==> config.mk <==
export PLATFORM = sky130hd
export DESIGN_NAME = alarm_unit
export DESIGN_NICKNAME = d
export VERILOG_FILES = /design/src/rtl/alarm_unit.sv
export SDC_FILE = /design/constraint.sdc
export NUM_CORES = 1
export LEC_CHECK = 0
export BUFFER_PORTS_ARGS = -buffer_cell sky130_fd_sc_hd__buf_2
export CAP_MARGIN = 10
export CORE_MARGIN = 1
export CORE_UTILIZATION = 35
export CTS_CLUSTER_SIZE = 8
export DETAILED_ROUTE_END_ITERATION = 12
export GPL_TIMING_DRIVEN = 0
export SLEW_MARGIN = 5
export SYNTH_ARGS = -nofsm -noshare
export SYNTH_HDL_FRONTEND = slang
export SYNTH_SLANG_ARGS = --single-unit
==> constraint.sdc <==
create_clock -name clk -period 2.7 [get_ports clk]
set_input_delay 0.54 -clock clk [delete_from_list [all_inputs] [get_ports clk]]
set_output_delay 0.54 -clock clk [all_outputs]
set_load 0.05 [all_outputs]
==> src/rtl/alarm_unit.sv <==
// Alarm stage for the 12-hour BCD clock: settable alarm time, match detection,
// ring/snooze/stop FSM paced by the 1 Hz tick, and debounced active-low keys.
module alarm_unit #(
    parameter int DEB_CYCLES  = 16,
    parameter int RING_SECS   = 60,
    parameter int SNOOZE_SECS = 300
) (
    input  logic       clk,
    input  logic       clr,
    input  logic       tick_1hz,
    input  logic       qh1,
    input  logic [3:0] qh0,
    input  logic [3:0] qm1,
    input  logic [3:0] qm0,
    input  logic       qpm,
    input  logic       key_set_n,
    input  logic       key_inc_n,
    input  logic       key_off_n,
    output logic [1:0] set_mode,
    output logic       ah1,
    output logic [3:0] ah0,
    output logic [3:0] am1,
    output logic [3:0] am0,
    output logic       apm,
    output logic       alarm_on,
    output logic       buzzer
);

    typedef enum logic [1:0] {
        NORMAL   = 2'b00,
        SET_HOUR = 2'b01,
        SET_MIN  = 2'b10
    } mode_t;

    typedef enum logic [1:0] {
        DISARMED = 2'b00,
        ARMED    = 2'b01,
        RINGING  = 2'b10,
        SNOOZE   = 2'b11
    } alarm_t;

    localparam logic [15:0] DEB_LAST    = 16'(DEB_CYCLES - 1);
    localparam logic [8:0]  RING_LAST   = 9'(RING_SECS - 1);
    localparam logic [8:0]  SNOOZE_LAST = 9'(SNOOZE_SECS - 1);

    logic [2:0]  keys;
    logic [2:0]  sync1;
    logic [2:0]  sync2;
    logic [2:0]  stable;
    logic [2:0]  press;
    logic [15:0] deb_cnt [3];

    mode_t       mode;
    alarm_t      state;
    logic [8:0]  ring_cnt;
    logic [8:0]  snz_cnt;
    logic        match;
    logic        match_q;
    logic        trigger;
    logic        p_set;
    logic        p_inc;
    logic        p_off;

    assign keys  = {key_off_n, key_inc_n, key_set_n};
    assign p_set = press[0];
    assign p_inc = press[1];
    assign p_off = press[2];

    // Keys idle high, so the debounce history resets to the released level.
    always_ff @(posedge clk or negedge clr) begin
        if (!clr) begin
            sync1  <= 3'b111;
            sync2  <= 3'b111;
            stable <= 3'b111;
            press  <= 3'b000;
            for (int i = 0; i < 3; i++) begin
                deb_cnt[i] <= 16'd0;
            end
        end else begin
            sync1 <= keys;
            sync2 <= sync1;
            for (int i = 0; i < 3; i++) begin
                press[i] <= 1'b0;
                if (sync2[i] == stable[i]) begin
                    deb_cnt[i] <= 16'd0;
                end else if (deb_cnt[i] == DEB_LAST) begin
                    deb_cnt[i] <= 16'd0;
                    stable[i]  <= sync2[i];
                    press[i]   <= ~sync2[i];
                end else begin
                    deb_cnt[i] <= deb_cnt[i] + 16'd1;
                end
            end
        end
    end

    assign match   = ({qh1, qh0, qm1, qm0, qpm} == {ah1, ah0, am1, am0, apm})
                     && (mode == NORMAL);
    assign trigger = match && !match_q;

    // One else-if chain gives the set > off > inc > tick/trigger priority.
    always_ff @(posedge clk or negedge clr) begin
        if (!clr) begin
            mode     <= NORMAL;
            state    <= DISARMED;
            ah1      <= 1'b0;
            ah0      <= 4'd6;
            am1      <= 4'd0;
            am0      <= 4'd0;
            apm      <= 1'b0;
            ring_cnt <= 9'd0;
            snz_cnt  <= 9'd0;
            match_q  <= 1'b0;
        end else begin
            match_q <= match;
            if (p_set) begin
                case (mode)
                    NORMAL: begin
                        mode <= SET_HOUR;
                        if (state == RINGING || state == SNOOZE) begin
                            state <= ARMED;
                        end
                    end
                    SET_HOUR: mode <= SET_MIN;
                    default:  mode <= NORMAL;
                endcase
            end else if (mode == SET_HOUR) begin
                if (p_inc) begin
                    if (ah1 && ah0 == 4'd2) begin
                        ah1 <= 1'b0;
                        ah0 <= 4'd1;
                    end else if (ah1 && ah0 == 4'd1) begin
                        ah0 <= 4'd2;
                        apm <= ~apm;
                    end else if (ah0 == 4'd9) begin
                        ah1 <= 1'b1;
                        ah0 <= 4'd0;
                    end else begin
                        ah0 <= ah0 + 4'd1;
                    end
                end
            end else if (mode == SET_MIN) begin
                if (p_inc) begin
                    if (am0 == 4'd9) begin
                        am0 <= 4'd0;
                        am1 <= (am1 == 4'd5) ? 4'd0 : am1 + 4'd1;
                    end else begin
                        am0 <= am0 + 4'd1;
                    end
                end
            end else begin
                case (state)
                    DISARMED: begin
                        if (p_off) state <= ARMED;
                    end
                    ARMED: begin
                        if (p_off) begin
                            state <= DISARMED;
                        end else if (trigger) begin
                            state    <= RINGING;
                            ring_cnt <= 9'd0;
                        end
                    end
                    RINGING: begin
                        if (p_off) begin
                            state <= ARMED;
                        end else if (p_inc) begin
                            state   <= SNOOZE;
                            snz_cnt <= 9'd0;
                        end else if (tick_1hz) begin
                            if (ring_cnt == RING_LAST) begin
                                state <= ARMED;
                            end else begin
                                ring_cnt <= ring_cnt + 9'd1;
                            end
                        end
                    end
                    default: begin
                        if (p_off) begin
                            state <= ARMED;
                        end else if (p_inc) begin
                            state <= SNOOZE;
                        end else if (tick_1hz) begin
                            if (snz_cnt == SNOOZE_LAST) begin
                                state    <= RINGING;
                                ring_cnt <= 9'd0;
                            end else begin
                                snz_cnt <= snz_cnt + 9'd1;
                            end
                        end
                    end
                endcase
            end
        end
    end

    assign set_mode = mode;
    assign alarm_on = (state != DISARMED);
    assign buzzer   = (state == RINGING);

endmodule

==> flow_summary.yaml <==
setup_path:
  crit_type: "reg -> reg"
  critPathCaptureType: "flip-flop"
  critPathRequiredTime_ns: 2.89
  path_cells: "buf_2 > nor2b_1 > nor4_1 > nand4_1 > o31ai_4 > a41oi_1"
  cp_slowest_stage_delay_ns: 0.54
  cp.arrival_ns: 2.44
  cp_slowest_cell: "o31ai_4"
  critPathLaunchType: "flip-flop"
  cp_max_fo: 10
logic_synthesis:
  async_flop_share: 1.00
  synth-compound-area-share: 0.108
  yosysTopAreaCellShare: 0.433
  syn_avg_cell_area_sq_um: 9.86
  synth_top_family_by_area: "simple AND/OR/NAND/NOR gates"
  synthCells: 504
  yosys-top-cells-area: "dfrtp_1 43%, dfstp_2 5.8%, xnor2_1 4.9%, xor2_1 4.9%, nor2_1 3.8%"
  synthFlopType: "dfrtp_1"
  synthXorXnorAreaFrac: 0.0987
  synthSimpleGateAreaFrac: 0.251
  synthMuxAreaShare: 0.0111
  synth_nets: 529
  yosys.area_share.adder: 0.0126
  yosysTopAreaCell: "dfrtp_1"
  synth_area_sq_mm: 0.00497
  ys_types: 58
  yosysSeqAreaShare: 0.491
  synth-edff-count: 0
  yosysWarningCount: 0
  synth-seq-cells: 97
routing:
  wire_per_inst_um: 13.4
  via_per_inst: 5.20
  routed_wl_mm: 9.89
  via_count: 3835
  drc_errors: 0
  drt_iter0_markers: 140
  ant_nets: 0
  dr.pass1.iters: 4
timing:
  setup_viol: 0
  fmax_ghz: 0.446
  rsz0062_at_grt: "false"
  drv_slew: 0
  finalClockSkew_ns: 0.00896
  post-route-period-util: 0.831
  period_needed_ns: 2.24
  slew_headroom: 0.575
  hold_viol_final: 0
  holdWs_ns: 0.122
  setup-tns-final_ns: 0
  tightest_slew_ns: 0.636
power:
  total_leakage_power_nw: 2.50
  seqPwrFrac: 0.443
  pwr-share-clk: 0.345
  sw_frac_of_total: 0.320
  intPower_w: 0.00263
  powerDensity_mw_per_mm2: 677
  combinationalPowerShare: 0.212
  fin_total_pwr_w: 0.00387
  p_switching_w: 0.00124
  max-vdd-ir-drop_uv: 435
run_status:
  status: "completed"
grt:
  grt_remaining_overflow: 0
  antenna_found_initial: 0
  grt_pass1_wl_mm: 17.6
  grt_max_degree: 69
  grt_usage: 0.152
  first_global_vias: 3811
cells_and_area:
  layout-drive-gt1-share: 0.158
  design_area_sq_mm: 0.00572
  layout_commonest_cell: "dfrtp_1"
  nFillCells: 1377
  areaGrowthSynthToFinish_pct: 15.1
  diodes: 0
  final_cell_mix: "86 x dfrtp_1, 50 x nor2_1, 47 x nand2_1, 39 x buf_2"
  layout.nets: 578
placed_design:
  dpl.hpwl_mm: 7.03
  place_congestion: 0.775
  dpl-instance-area_sq_mm: 0.00541
  portBuffers: 37
clock_network:
  clk_pin_slew_ns: 0.07
  cts_tree: "yes"
  cts_buffers: 9
  insertion_delay_ns: 0.36
  post_cts_buffers: 0
  post_cts_resized: 0
  clockRootBuffer: "clkbuf_16"
  numClockSinks: 97
  cts_max_level: 3
  clockBufferDepth: 2
  post_cts_hold_buffer_count: 0
die:
  start_util: 0.358
  io_pins: 38
  die-area_sq_mm: 0.0147
  die_y_um: 121
  rows: 43
  core-area_sq_mm: 0.0139
  die_x_um: 121
flow_run:
  drv_cap: 0
worst_hold_path:
  hold_class: "in -> async"
## cell usage after synthesis (2+ instances only)
cell type,number
nor3b_1,3
nand2_1,47
nand3b_1,5
o221ai_1,4
nand2b_1,11
a41oi_1,7
or3_1,8
o21ai_0,20
and4_1,6
a21oi_1,16
and2_1,4
a211oi_2,2
inv_1,19
buf_2,3
xnor2_1,28
xor2_1,28
nand4_1,8
nor3_1,12
ha_1,5
buf_6,2
dfrtp_1,86
and3_1,20
nand3_1,26
or2_2,2
or4_1,2
o2111ai_1,2
dfstp_2,11
nor4_1,16
mux2_2,4
clkbuf_1,5
o211ai_1,5
nor2_1,50
nor2b_1,8
a31oi_1,5
## final timing paths
| kind | endpoint | slack, ns | from | cells past startpoint |
|---|---|---|---|---|
| setup / recovery | ring_cnt[6]$_DFFE_PN0P_ | 0.46 | ah0[1]$_DFFE_PN1P_ | 6 |
| hold / removal | ring_cnt[7]$_DFFE_PN0P_ | 0.12 | clr | 1 |
| setup reg to reg | ring_cnt[6]$_DFFE_PN0P_ | 0.46 | ah0[1]$_DFFE_PN1P_ | 6 |
| hold reg to reg | sync2[1]$_DFF_PN1_ | 0.36 | sync1[1]$_DFF_PN1_ | 0 |
| max in group asynchronous | sync1[2]$_DFF_PN1_ | 1.87 | clr | 2 |
| min in group clk | sync1[1]$_DFF_PN1_ | 0.28 | key_inc_n | 1 |
## final cells by class
class,instances,area (sq um),area share
Clock inverter,7,86.3,0.0151
Sequential cell,97,2440,0.427
Inverter,19,71.3,0.0125
Buffer,11,63.8,0.0112
Clock buffer,9,225,0.0394
Tap cell,180,225,0.0394
Timing Repair Buffer,38,215,0.0376
Multi-Input combinational cell,377,2390,0.418
## cell families (layout without fill, tap and decap cells)
logic type,after synthesis,in the layout
xor gates and xnor gates,56,56
AOI/OAI and AO/OA,76,76
adders and majority gates,5,5
buffers and inverters,30,84
muxes,5,5
and+or+nand+nor,235,235
DFF,97,97
## power by group through the flow
stage	logic (W)	registers (W)	clock network, W
6_report	0.000822	0.00171	0.00133
4_1_cts	0.000833	0.00172	0.00138
3_3_place_gp	0.000794	0.00173	0
2_1_floorplan	0.000623	0.00171	0
5_1_grt	0.000917	0.00174	0.00144
3_5_place_dp	0.000827	0.00174	0
## metrics by stage
stage          utilization  cells  worst slack [ns]
6_report             0.412    738             0.457
5_1_grt              0.412    738             0.254
4_1_cts              0.412    738             0.445
3_5_place_dp         0.390    722             0.432
3_3_place_gp         0.388    721            0.0942
2_1_floorplan            -    504             0.604
## critical path: cells and delay by family (launching register included)
kind            cells  cell delay (ns)
flops               1             0.52
simple gates        3             0.62
buf+inv             1             0.20
compound gates      2             0.73
## layer usage
layer / GRT usage / up-vias / routed length (um)
met1: 0.190 / 1871 / 4510
met3: 0.0540 / 10 / 494
met5: 0 / - / 0
li1: - / 1896 / -
met4: 0.0448 / 0 / 113
met2: 0.247 / 58 / 4770
## state kept, by name (all words and copies together) (netlist names)
signal and count:
stable 3, sync1 3, ring_cnt 9, apm 1
state 2, ah1 1, snz_cnt 9, am1 4
set_mode 2, press 3, match_q 1, deb_cnt 48
am0 4, sync2 3, ah0 4
Power figures use the tool's default switching activity.
